## src/rtl/vgm_wb_pkg.sv

```systemverilog
// Shared types for the Wishbone classic master: FSM states, default bus widths, response record.
// The response record's rdata width bounds the largest supported DATA_W.
package vgm_wb_pkg;

  localparam int WB_ADDR_W = 32;
  localparam int WB_DATA_W = 32;

  typedef enum logic [1:0] {
    IDLE = 2'd0,
    BUS  = 2'd1,
    RESP = 2'd2
  } wb_master_state_e;

  typedef struct packed {
    logic [WB_DATA_W-1:0] rdata;
    logic                 err;
    logic                 timeout;
  } wb_rsp_t;

endpackage

```

## src/rtl/vgm_wb_timeout_counter.sv

```systemverilog
// Bus-cycle watchdog: expired_o is high combinationally once TIMEOUT-1 enabled cycles have elapsed.
// No latency beyond the count register; TIMEOUT=0 removes the counter and never expires.
module vgm_wb_timeout_counter #(
  parameter int TIMEOUT = 16
) (
  input  logic clk_i,
  input  logic rst_i,
  input  logic clear_i,
  input  logic enable_i,
  output logic expired_o
);

  if (TIMEOUT == 0) begin : g_off
    logic unused_inputs;
    assign unused_inputs = ^{clk_i, rst_i, clear_i, enable_i};
    assign expired_o     = 1'b0;
  end else begin : g_on
    localparam int CNT_W = $clog2(TIMEOUT + 1);

    logic [CNT_W-1:0] cnt_q, cnt_d;

    assign expired_o = (cnt_q == CNT_W'(TIMEOUT - 1));

    // Saturate at the terminal value so a late disable cannot wrap the count.
    always_comb begin
      cnt_d = cnt_q;
      if (clear_i) begin
        cnt_d = '0;
      end else if (enable_i && !expired_o) begin
        cnt_d = cnt_q + CNT_W'(1);
      end
    end

    always_ff @(posedge clk_i) begin
      if (rst_i) begin
        cnt_q <= '0;
      end else begin
        cnt_q <= cnt_d;
      end
    end
  end

endmodule

```

## src/rtl/vgm_wb_master.sv

```systemverilog
// Wishbone B4 classic single-transfer master; accept-to-STB_O latency 1 cycle, ERR_I > ACK_I > timeout.
// One transfer outstanding: req_ready only in IDLE, response held in RESP until rsp_ready. DATA_W <= WB_DATA_W.
module vgm_wb_master
  import vgm_wb_pkg::*;
#(
  parameter int ADDR_W  = WB_ADDR_W,
  parameter int DATA_W  = WB_DATA_W,
  parameter int TIMEOUT = 16
) (
  input  logic                CLK_I,
  input  logic                RST_I,
  input  logic                req_valid,
  output logic                req_ready,
  input  logic [ADDR_W-1:0]   req_addr,
  input  logic                req_we,
  input  logic [DATA_W-1:0]   req_wdata,
  input  logic [DATA_W/8-1:0] req_sel,
  output logic                rsp_valid,
  input  logic                rsp_ready,
  output logic [DATA_W-1:0]   rsp_rdata,
  output logic                rsp_err,
  output logic                rsp_timeout,
  output logic                CYC_O,
  output logic                STB_O,
  output logic                WE_O,
  output logic [ADDR_W-1:0]   ADR_O,
  output logic [DATA_W-1:0]   DAT_O,
  output logic [DATA_W/8-1:0] SEL_O,
  input  logic [DATA_W-1:0]   DAT_I,
  input  logic                ACK_I,
  input  logic                ERR_I
);

  localparam int SEL_W = DATA_W / 8;

  wb_master_state_e state_q, state_d;

  logic              cyc_q, cyc_d;
  logic              we_q, we_d;
  logic [ADDR_W-1:0] adr_q, adr_d;
  logic [DATA_W-1:0] dat_q, dat_d;
  logic [SEL_W-1:0]  sel_q, sel_d;
  logic              rsp_vld_q, rsp_vld_d;
  wb_rsp_t           rsp_q, rsp_d;

  logic accept;
  logic cnt_clear;
  logic cnt_en;
  logic expired;

  assign req_ready = (state_q == IDLE) && !RST_I;
  assign accept    = req_valid && req_ready;
  assign cnt_en    = (state_q == BUS);

  vgm_wb_timeout_counter #(
    .TIMEOUT (TIMEOUT)
  ) u_timeout (
    .clk_i     (CLK_I),
    .rst_i     (RST_I),
    .clear_i   (cnt_clear),
    .enable_i  (cnt_en),
    .expired_o (expired)
  );

  always_comb begin
    state_d   = state_q;
    cyc_d     = cyc_q;
    we_d      = we_q;
    adr_d     = adr_q;
    dat_d     = dat_q;
    sel_d     = sel_q;
    rsp_vld_d = rsp_vld_q;
    rsp_d     = rsp_q;
    cnt_clear = 1'b0;

    unique case (state_q)
      IDLE: begin
        if (accept) begin
          adr_d     = req_addr;
          we_d      = req_we;
          dat_d     = req_wdata;
          sel_d     = req_sel;
          cyc_d     = 1'b1;
          cnt_clear = 1'b1;
          state_d   = BUS;
        end
      end

      BUS: begin
        // Address/data/select registers are deliberately left holding the last transfer.
        if (ERR_I || ACK_I || expired) begin
          cyc_d     = 1'b0;
          rsp_vld_d = 1'b1;
          state_d   = RESP;
          if (ERR_I) begin
            rsp_d = '{rdata: '0, err: 1'b1, timeout: 1'b0};
          end else if (ACK_I) begin
            rsp_d = '{rdata: (we_q ? '0 : WB_DATA_W'(DAT_I)), err: 1'b0, timeout: 1'b0};
          end else begin
            rsp_d = '{rdata: '0, err: 1'b1, timeout: 1'b1};
          end
        end
      end

      RESP: begin
        if (rsp_ready) begin
          rsp_vld_d = 1'b0;
          state_d   = IDLE;
        end
      end

      default: begin
        state_d = IDLE;
      end
    endcase
  end

  always_ff @(posedge CLK_I) begin
    if (RST_I) begin
      state_q   <= IDLE;
      cyc_q     <= 1'b0;
      we_q      <= 1'b0;
      adr_q     <= '0;
      dat_q     <= '0;
      sel_q     <= '0;
      rsp_vld_q <= 1'b0;
      rsp_q     <= '0;
    end else begin
      state_q   <= state_d;
      cyc_q     <= cyc_d;
      we_q      <= we_d;
      adr_q     <= adr_d;
      dat_q     <= dat_d;
      sel_q     <= sel_d;
      rsp_vld_q <= rsp_vld_d;
      rsp_q     <= rsp_d;
    end
  end

  // Single-transfer classic cycles: strobe and cycle are the same register.
  assign CYC_O       = cyc_q;
  assign STB_O       = cyc_q;
  assign WE_O        = we_q;
  assign ADR_O       = adr_q;
  assign DAT_O       = dat_q;
  assign SEL_O       = sel_q;
  assign rsp_valid   = rsp_vld_q;
  assign rsp_rdata   = DATA_W'(rsp_q.rdata);
  assign rsp_err     = rsp_q.err;
  assign rsp_timeout = rsp_q.timeout;

endmodule

```

## config.mk

```make
export PLATFORM = sky130hd
export DESIGN_NAME = vgm_wb_master
export DESIGN_NICKNAME = d
export VERILOG_FILES = /design/src/rtl/vgm_wb_pkg.sv /design/src/rtl/vgm_wb_timeout_counter.sv /design/src/rtl/vgm_wb_master.sv
export SDC_FILE = /design/constraint.sdc
export NUM_CORES = 1
export LEC_CHECK = 0
export BUFFER_PORTS_ARGS = -buffer_cell sky130_fd_sc_hd__buf_2
export CELL_PAD_IN_SITES_DETAIL_PLACEMENT = 0
export CELL_PAD_IN_SITES_GLOBAL_PLACEMENT = 1
export CORE_UTILIZATION = 32
export DETAILED_ROUTE_END_ITERATION = 6
export PLACE_DENSITY_LB_ADDON = 0.1
export SETUP_SLACK_MARGIN = 0.2
export SLEW_MARGIN = 20
export SYNTH_ARGS = -nofsm -noshare
export SYNTH_HDL_FRONTEND = slang
export SYNTH_SLANG_ARGS = --single-unit
```

## constraint.sdc

```tcl
create_clock -name CLK_I -period 2.79 [get_ports CLK_I]
set_clock_uncertainty 0.05 [all_clocks]
set_input_delay 0.837 -clock CLK_I [delete_from_list [all_inputs] [get_ports CLK_I]]
set_output_delay 0.837 -clock CLK_I [all_outputs]
set_load 0.01 [all_outputs]
```

==> flow_metrics.py, run 1 <==
metrics = {
    "outcome": {
        "status": "complete, but fails checks",
        "violations": "design-rule violations",
    },
    "worst_setup_path": {
        "worstSetupStartpoint": "RST_I",
        "cp_data_required_time_ns": 1.90,
        "path_max_fanout": 12,
        "arrival_ns": 1.39,
        "worstReg2RegStart": "u_timeout.g_on.cnt_q[0]",
        "cp_cell_sequence": "buf_2 > nor3_1 > buf_2",
        "crit_type": "in -> out",
        "crit_top_cell": "buf_2",
        "max_stage_delay_ns": 0.19,
        "crit_slowest_cell": "nor3_1",
        "cp_top_family": "buffers and inverters",
        "crit_path_end_kind": "output port",
        "start_kind": "primary input",
        "cp_num_buf_inv": 2,
    },
    "cts": {
        "root_buffer": "clkbuf_16",
        "clock-sinks": 112,
        "clkLatencyLatePin_ns": 0.34,
        "cts_tree": "built",
        "ctsResizeCount": 0,
        "cts_setup_buffers": 0,
        "numCtsBuffers": 9,
        "htree_levels": 3,
        "clk_pin_slew_worst_paths_ns": 0.07,
        "clock_path_buffers": 2,
        "postCtsHoldBufs": 0,
    },
    "timing": {
        "grt_setup_unrepaired": "false",
        "fmax_mhz": 439,
        "holdWs_ns": 0.411,
        "setup_violations": 0,
        "worst_pin_slew_ns": 0.735,
        "final-hold-violation-count": 0,
        "period_needed_ns": 2.28,
        "final.setup.tns_ns": 0,
        "slew_violations": 0,
        "fin_crit_sh_pct": 81.6,
        "slew_headroom_pct": 50.9,
    },
    "worst_hold_path": {
        "hold_start": "rsp_rdata[6]",
        "hold_path_class": "reg -> reg",
    },
    "place": {
        "post-dp-hpwl_um": 6790,
        "io_buffers": 213,
        "place.gp.congestion": 0.695,
        "place_inst": 689,
    },
    "layout": {
        "final.fill_count": 1150,
        "num_antenna_cells": 0,
        "area_growth_pct": 38.7,
        "multi_input_area_um2": 1470,
        "drive_gt1_share_pct": 43.2,
        "utilization_pct": 46.2,
        "final_net_count": 666,
        "fin_cells": 705,
        "ff_latch_area_um2": 2240,
    },
    "logic_synthesis": {
        "netlist_instances": 360,
        "synth_seq_cells": 112,
        "syn_area_um2": 3870,
        "ys_seq_area_share_pct": 58.0,
        "synth.distinct_cells": 33,
        "yosysWarnings": 0,
        "syn_avg_cell_area_um2": 10.7,
        "synth_nets": 469,
    },
    "job": {
        "max-cap-violations": 0,
    },
    "global_route": {
        "grt_pass1_wl_um": 16400,
        "grt_max_degree": 41,
        "gr-usage-all-layers_pct": 16.5,
        "grt_antenna_before_repair": 0,
        "grt_pass1_vias": 3343,
        "grt-ovfl-total": 0,
    },
    "floorplanning": {
        "fp.dieH_um": 112,
        "ios": 214,
        "row_count": 39,
        "die_area_um2": 12500,
        "die_width_um": 112,
        "core_um2": 11600,
        "initial_utilization_pct": 33.3,
    },
    "routing": {
        "drcViolationCount": 11,
        "routed_wl_um": 10300,
        "via_count": 3405,
        "drt_pass1_iterations": 6,
        "wire_per_inst_um": 14.5,
        "drtIter0Drc": 199,
        "via_per_inst": 4.83,
        "ant_nets": 0,
    },
    "power": {
        "p_leak_nw": 2.55,
        "p_per_area_nw_per_um2": 654,
        "vdd_ir_drop_max_mv": 0.272,
    },
}
worst register-to-register path, delay by kind of cell, from the launching register on:
family / cells / cell delay [ns]
AND/OR/NAND/NOR: 3 / 0.81
flip-flops: 1 / 0.33
AO/OA/AOI/OAI: 1 / 0.30
adder cells (fa/ha/maj): 2 / 0.45
worst paths after layout:
check | end | slack [ns] | cells past startpoint
worst min register to register | rsp_rdata[6] | 0.41 | 2
worst max register to register | CYC_O | 0.75 | 6
worst min-delay path | rsp_rdata[6] | 0.41 | 2
worst max-delay path | req_ready | 0.51 | 3
layer usage:
layer	global-route usage, %	share of wire, %	routed length (um)
met5	0	0	0
met4	9.24	2.9	299
met3	4.35	7.0	719
met2	25.1	44	4500
met1	21.4	46	4740
layout make-up:
cell class	count	area share (%)
tap	143	3.34
sequential	112	41.8
clock buffer	11	4.34
clock inverter	5	1.52
multi-input combinational	208	27.5
inverter	6	0.420
timing repair buffer	220	21.1
cell families (layout without fill, tap and decap cells):
logic type / count (synthesis) / after routing / share of synthesized area [%]
AOI/OAI and AO/OA: 117 / 117 / 22.5
buffers and inverters: 40 / 242 / 4.43
and+or+nand+nor: 88 / 88 / 14.3
adders and majority gates: 2 / 2 / 0.647
xor gates and xnor gates: 1 / 1 / 0.227
DFF: 112 / 112 / 58.0
sequential cells by signal (all words and copies together), names as in the netlist:
register	cells
rsp_err	1
rsp_valid	1
CYC_O	1
state_q	2
u_timeout.g_on.cnt_q	5
rsp_timeout	1
ADR_O	32
rsp_rdata	32
SEL_O	4
DAT_O	32
WE_O	1
stage by stage:
stage | cell area [um2] | setup slack [ns] | power (mW)
2_1_floorplan | 3870 | 0.777 | 1.99
3_3_place_gp | 5050 | 0.490 | 2.19
3_5_place_dp | 5050 | 0.489 | 2.20
4_1_cts | 5360 | 0.481 | 3.57
5_1_grt | 5360 | 0.420 | 3.69
6_report | 5360 | 0.513 | 3.51
synthesized netlist by cell type:
library cell    n  area share [%]
a2111oi_2       1            0.39
a211oi_1        1            0.19
a21o_1          1            0.19
a21oi_1         8             1.0
a22o_1         69              16
a311oi_1        1            0.23
and2_1          1            0.16
and2_4          1            0.23
and3_1          1            0.16
buf_2          14             1.8
buf_4           1            0.19
clkbuf_1       19             1.8
dfxtp_1       112              58
ha_1            2            0.65
inv_1           6            0.58
nand2_1         3            0.29
nand2b_1       32             5.2
nand3_1         1            0.13
nand4_1        32             5.2
nor2_1          3            0.29
nor2b_1         1            0.16
nor3_1          3            0.39
nor3b_1         1            0.19
nor3b_2         1            0.32
nor4b_2         1            0.39
o21a_1          1            0.19
o21ai_0         4            0.52
o21ai_1        30             3.9
o31ai_1         1            0.19
or2_2           2            0.32
or3_1           4            0.65
or3b_1          1            0.23
xnor2_1         1            0.23
cell usage in the layout (no fill, tap or decap), types with 2 or more instances in the layout:
cell type  instances
o21ai_1           30
a22o_1            69
buf_2            213
nor3_1             3
bufinv_16          2
dfxtp_1          112
or2_2              2
clkbuf_1           2
inv_1              6
nand2b_1          32
nand2_1            3
clkbuf_16          9
buf_4              6
nor2_1             2
o21ai_0            4
a21oi_1            8
nand4_1           32
ha_1               2
or3_1              4
power breakdown:
part           internal, mW  leakage (nW)  switching [mW]  total (mW)
Clock                 0.788         0.150           0.562        1.35
Combinational         0.200          1.48           0.223       0.423
Sequential             1.69         0.915          0.0475        1.73
Note: power is estimated with default switching activity, not from simulation.
==> run 2, diff against run 1 <==
- clock period: 2.79 -> 2.2 ns (I/O delays scaled with it)
==> run 2 against run 1 <==
Compared with the run above:
- combinational power increased by 35%
- sequential power increased by 27%
- critical path type is now reg -> reg
- power increased by 28%
- the flow still finishes with violations (design-rule violations)
- critical endpoint is now u_timeout.g_on.cnt_q[3]
- cell count increased by 0.99%
- critical path depth increased by 3
- via count increased by 1.6%
==> flow_metrics.py, run 2 (synthesis results as in run 1) <==
metrics = {
    "layout": {
        "final_common_cell": "buf_2",
        "ff_latch_area_um2": 2240,
        "area_growth_pct": 41.9,
        "multi_input_area_um2": 1510,
        "drive_gt1_share_pct": 45.0,
        "final.fill_count": 1144,
        "final_net_count": 673,
        "final_cell_mix": "buf_2 (213), dfxtp_1 (111), a22o_1 (69)",
        "num_antenna_cells": 0,
        "fin_area_um2": 5490,
    },
    "floorplanning": {
        "ios": 214,
        "row_count": 39,
        "initial_utilization_pct": 33.3,
        "core_um2": 11600,
        "die_width_um": 112,
        "die_area_um2": 12500,
        "fp.dieH_um": 112,
    },
    "place": {
        "place.gp.congestion": 0.697,
        "place_area_um2": 5110,
        "io_buffers": 213,
        "post-dp-hpwl_um": 6880,
        "post-place-ws_ns": 0.162,
    },
    "timing": {
        "worst_pin_slew_ns": 0.361,
        "slew_violations": 0,
        "final.setup.tns_ns": 0,
        "period_needed_ns": 1.92,
        "holdWs_ns": 0.412,
        "setup_violations": 0,
        "grt_setup_unrepaired": "false",
        "fmax_mhz": 521,
        "fin_crit_sh_pct": 87.3,
        "slew_headroom_pct": 75.9,
        "worst_slack_ns": 0.280,
        "final-hold-violation-count": 0,
    },
    "cts": {
        "htree_levels": 3,
        "postCtsHoldBufs": 0,
        "root_buffer": "clkbuf_16",
        "numCtsBuffers": 9,
        "clkLatencyLatePin_ns": 0.34,
        "clock-sinks": 112,
        "cts_tree": "built",
        "clock_path_buffers": 2,
        "clk_pin_slew_worst_paths_ns": 0.07,
    },
    "worst_setup_path": {
        "crit_slowest_cell": "or3b_4",
        "arrival_ns": 2.15,
        "start_kind": "flip-flop",
        "cp_num_buf_inv": 0,
        "cp_data_required_time_ns": 2.43,
        "max_stage_delay_ns": 0.40,
        "cp_cell_sequence": "ha_1 > and3_1 > ha_2 > or3b_4 > or3_4 > a21oi_2",
        "crit_type": "reg -> reg",
        "path_max_fanout": 5,
        "cp_top_family": "simple AND/OR/NAND/NOR gates",
        "crit_path_end_kind": "flip-flop",
    },
    "power": {
        "p_per_area_nw_per_um2": 819,
        "p_leak_nw": 2.60,
        "vdd_ir_drop_max_mv": 0.454,
        "p_total_mw": 4.49,
    },
    "routing": {
        "via_per_inst": 4.86,
        "via_count": 3458,
        "drt_pass1_iterations": 6,
        "routed_wl_um": 10500,
        "drcViolationCount": 11,
        "drtIter0Drc": 250,
        "ant_nets": 0,
        "wire_per_inst_um": 14.8,
    },
    "outcome": {
        "status": "complete, but fails checks",
        "violations": "design-rule violations",
    },
    "global_route": {
        "grt_pass1_wl_um": 17000,
        "grt_antenna_before_repair": 0,
        "grt-ovfl-total": 0,
        "grt_pass1_vias": 3390,
        "gr-usage-all-layers_pct": 17.1,
        "grt_max_degree": 70,
    },
    "worst_hold_path": {
        "hold_path_class": "reg -> reg",
    },
    "job": {
        "max-cap-violations": 0,
    },
}
-- run 2: cell count changes in the layout (fill, tap and decap cells not counted), moves of 2 or more --
cell	previous run	this run
buf_12	1	4
buf_4	6	8
or3_1	4	2
or3_4	0	2
-- run 2: stage by stage --
stage          utilization (%)  std cells
2_1_floorplan                -        360
3_3_place_gp              44.0        692
3_5_place_dp              44.0        692
4_1_cts                   46.9        712
5_1_grt                   47.2        712
6_report                  47.2        712
-- run 2: layout make-up --
cell class / instances / area share (%)
clock buffers: 11 / 4.24
repair buffers: 226 / 22.2
clock inverters: 5 / 1.44
well taps: 143 / 3.26
multi-input cells: 209 / 27.6
flip-flops and latches: 112 / 40.9
inverters: 6 / 0.410
-- run 2: worst reg2reg max path: stages (launching register included) --
cell     delay, ns
dfxtp_2       0.33
ha_1          0.20
and3_1        0.18
ha_2          0.20
or3b_4        0.40
or3_4         0.38
a21oi_2       0.13
-- run 2: worst paths after layout --
path	startpoint	end	slack, ns	cells after the start
hold reg to reg	rsp_rdata[11]	rsp_rdata[11]	0.41	2
hold / removal	rsp_rdata[11]	rsp_rdata[11]	0.41	2
setup reg to reg	u_timeout.g_on.cnt_q[0]	u_timeout.g_on.cnt_q[3]	0.28	6
setup / recovery	u_timeout.g_on.cnt_q[0]	u_timeout.g_on.cnt_q[3]	0.28	6
-- run 2: what timing repair did --
| item | 4_1_cts | 5_1_grt |
|---|---|---|
| gates resized for setup | 0 | 8 |
| hold endpoints to repair | 0 | 0 |
| buffers inserted | 3 | 0 |
| endpoints found under the setup margin | 1 | 37 |
| cloned | 1 | 0 |
-- run 2: per-layer routing --
layer  part of all wire, %  vias to the layer above  track usage [%]
li1                      -                     1735                -
met5                     0                        -                0
met1                    45                     1570             22.6
met4                   2.8                        0             8.89
met3                   6.4                       21             3.48
met2                    46                      132             26.3
-- run 2: report_power, final --
part / switching (mW) / internal [mW]
combinational: 0.294 / 0.278
sequential: 0.0603 / 2.14
clock: 0.723 / 1.00
total: 1.08 / 3.42
==> run 3, diff against run 2 <==
==> constraint.sdc (replaced) <==
create_clock -name CLK_I -period 2.2 [get_ports CLK_I]
set_clock_uncertainty 0.05 [all_clocks]
set_input_delay 0.33 -clock CLK_I [delete_from_list [all_inputs] [get_ports CLK_I]]
set_output_delay 0.33 -clock CLK_I [all_outputs]
set_load 0.01 [all_outputs]
==> run 3 against run 2 <==
Compared with the run above:
- sequential share of layout area grew 0.64 points
- critical path type unchanged
- first-iteration DRC count shrank 20%
- non-clock buffer count shrank 3
- register-to-register slack gained 0.02 ns
- sequential cell count is the same
- via count shrank 0.58%
- the run still ends with design-rule violations left
- sequential power is essentially flat
- combinational power shrank 3.5%
- largest power group unchanged
==> flow_metrics.py, run 3 (synthesis results as in run 1) <==
metrics = {
    "floorplanning": {
        "core_um2": 11600,
        "row_count": 39,
        "ios": 214,
        "initial_utilization_pct": 33.3,
        "die_area_um2": 12500,
        "fp.dieH_um": 112,
        "die_width_um": 112,
    },
    "worst_setup_path": {
        "worstReg2RegStart": "u_timeout.g_on.cnt_q[0]",
        "path_max_fanout": 5,
        "start_kind": "flip-flop",
        "arrival_ns": 2.13,
        "crit_path_end_kind": "flip-flop",
        "cp_data_required_time_ns": 2.43,
        "worstSetupStartpoint": "u_timeout.g_on.cnt_q[0]",
        "crit_type": "reg -> reg",
    },
    "global_route": {
        "grt_pass1_vias": 3265,
        "grt_antenna_before_repair": 0,
        "grt-ovfl-total": 0,
        "gr-usage-all-layers_pct": 16.4,
        "grt_pass1_wl_um": 16500,
        "grt_max_degree": 71,
    },
    "outcome": {
        "status": "complete, but fails checks",
        "violations": "design-rule violations",
    },
    "cts": {
        "clock_path_buffers": 2,
        "clk_pin_slew_worst_paths_ns": 0.08,
        "htree_levels": 3,
        "clkLatencyLatePin_ns": 0.34,
        "clock-sinks": 112,
        "cts_tree": "built",
        "numCtsBuffers": 9,
        "root_buffer": "clkbuf_16",
    },
    "worst_hold_path": {
        "hold_path_class": "in -> reg",
        "hold_start": "req_sel[1]",
    },
    "layout": {
        "final_common_cell": "buf_2",
        "drive_gt1_share_pct": 44.5,
        "final.fill_count": 1130,
        "area_growth_pct": 39.6,
        "ff_latch_area_um2": 2240,
        "num_antenna_cells": 0,
        "final_cell_mix": "buf_2 (213), dfxtp_1 (112), a22o_1 (69)",
        "final_net_count": 670,
        "fin_cells": 709,
        "multi_input_area_um2": 1490,
    },
    "job": {
        "max-cap-violations": 0,
    },
    "routing": {
        "drtIter0Drc": 201,
        "drcViolationCount": 11,
        "via_per_inst": 4.85,
        "ant_nets": 0,
        "wire_per_inst_um": 14.5,
        "drt_pass1_iterations": 6,
        "routed_wl_um": 10300,
        "via_count": 3438,
    },
    "timing": {
        "worst_pin_slew_ns": 0.427,
        "setup_violations": 0,
        "slew_violations": 0,
        "slew_headroom_pct": 71.5,
        "period_needed_ns": 1.90,
        "fin_crit_sh_pct": 86.6,
        "worst_slack_ns": 0.295,
        "fmax_mhz": 525,
        "final.setup.tns_ns": 0,
        "final-hold-violation-count": 0,
        "grt_setup_unrepaired": "true",
    },
    "place": {
        "post-dp-hpwl_um": 6850,
        "io_buffers": 213,
        "place.gp.congestion": 0.703,
        "place_inst": 690,
        "post-place-ws_ns": 0.171,
    },
    "power": {
        "p_per_area_nw_per_um2": 804,
        "p_leak_nw": 2.56,
        "vdd_ir_drop_max_mv": 0.395,
    },
}
run 3: timing repair:
item / 4_1_cts / 5_1_grt
resized for setup: 0 / 5
cloned: 1 / 0
buffers inserted: 2 / 0
endpoints found under the setup margin: 1 / 37
pin swaps: 0 / 1
hold buffers: 0 / 0
run 3: layer usage:
metal | part of all wire, % | global-route usage (%)
met3 | 7.9 | 4.35
met4 | 1.7 | 7.29
met2 | 45 | 24.3
met5 | 0 | 0
met1 | 45 | 22.3
run 3: worst paths after layout:
check | to | depth (start not counted) | slack, ns
worst max-delay path | u_timeout.g_on.cnt_q[3] | 6 | 0.30
worst min-delay path | SEL_O[1] | 2 | 0.14
worst max register to register | u_timeout.g_on.cnt_q[3] | 6 | 0.30
worst min register to register | rsp_rdata[18] | 2 | 0.41
run 3: critical path: stages, from the launching register on:
cell and delay, ns:
dfxtp_1 0.34, ha_1 0.21, and3_1 0.19, ha_2 0.20, or3b_4 0.40, or3_1 0.35, a21oi_1 0.12
run 3: metrics by stage:
step	power [mW]	hold WS, ns	utilization, %	cell area [um2]
after floorplan	2.52	0.396	-	3870
after global placement	2.78	0.399	43.5	5060
after detailed placement	2.79	0.401	43.5	5060
after CTS	4.39	0.131	46.4	5380
after global routing	4.55	0.132	46.5	5400
final	4.34	0.145	46.5	5400
run 3: layout make-up:
type                    count  share of cell area [%]
flip-flops and latches    112                    41.5
multi-input cells         209                    27.6
clock buffers              11                    4.68
inverters                   6                   0.417
repair buffers            223                    21.7
clock inverters             5                   0.742
well taps                 143                    3.31
run 3: power breakdown:
part           total [mW]  internal, mW  switching, mW
sequential           2.20          2.14         0.0613
clock                1.59         0.837          0.752
combinational       0.552         0.267          0.285
total                4.34          3.24           1.10
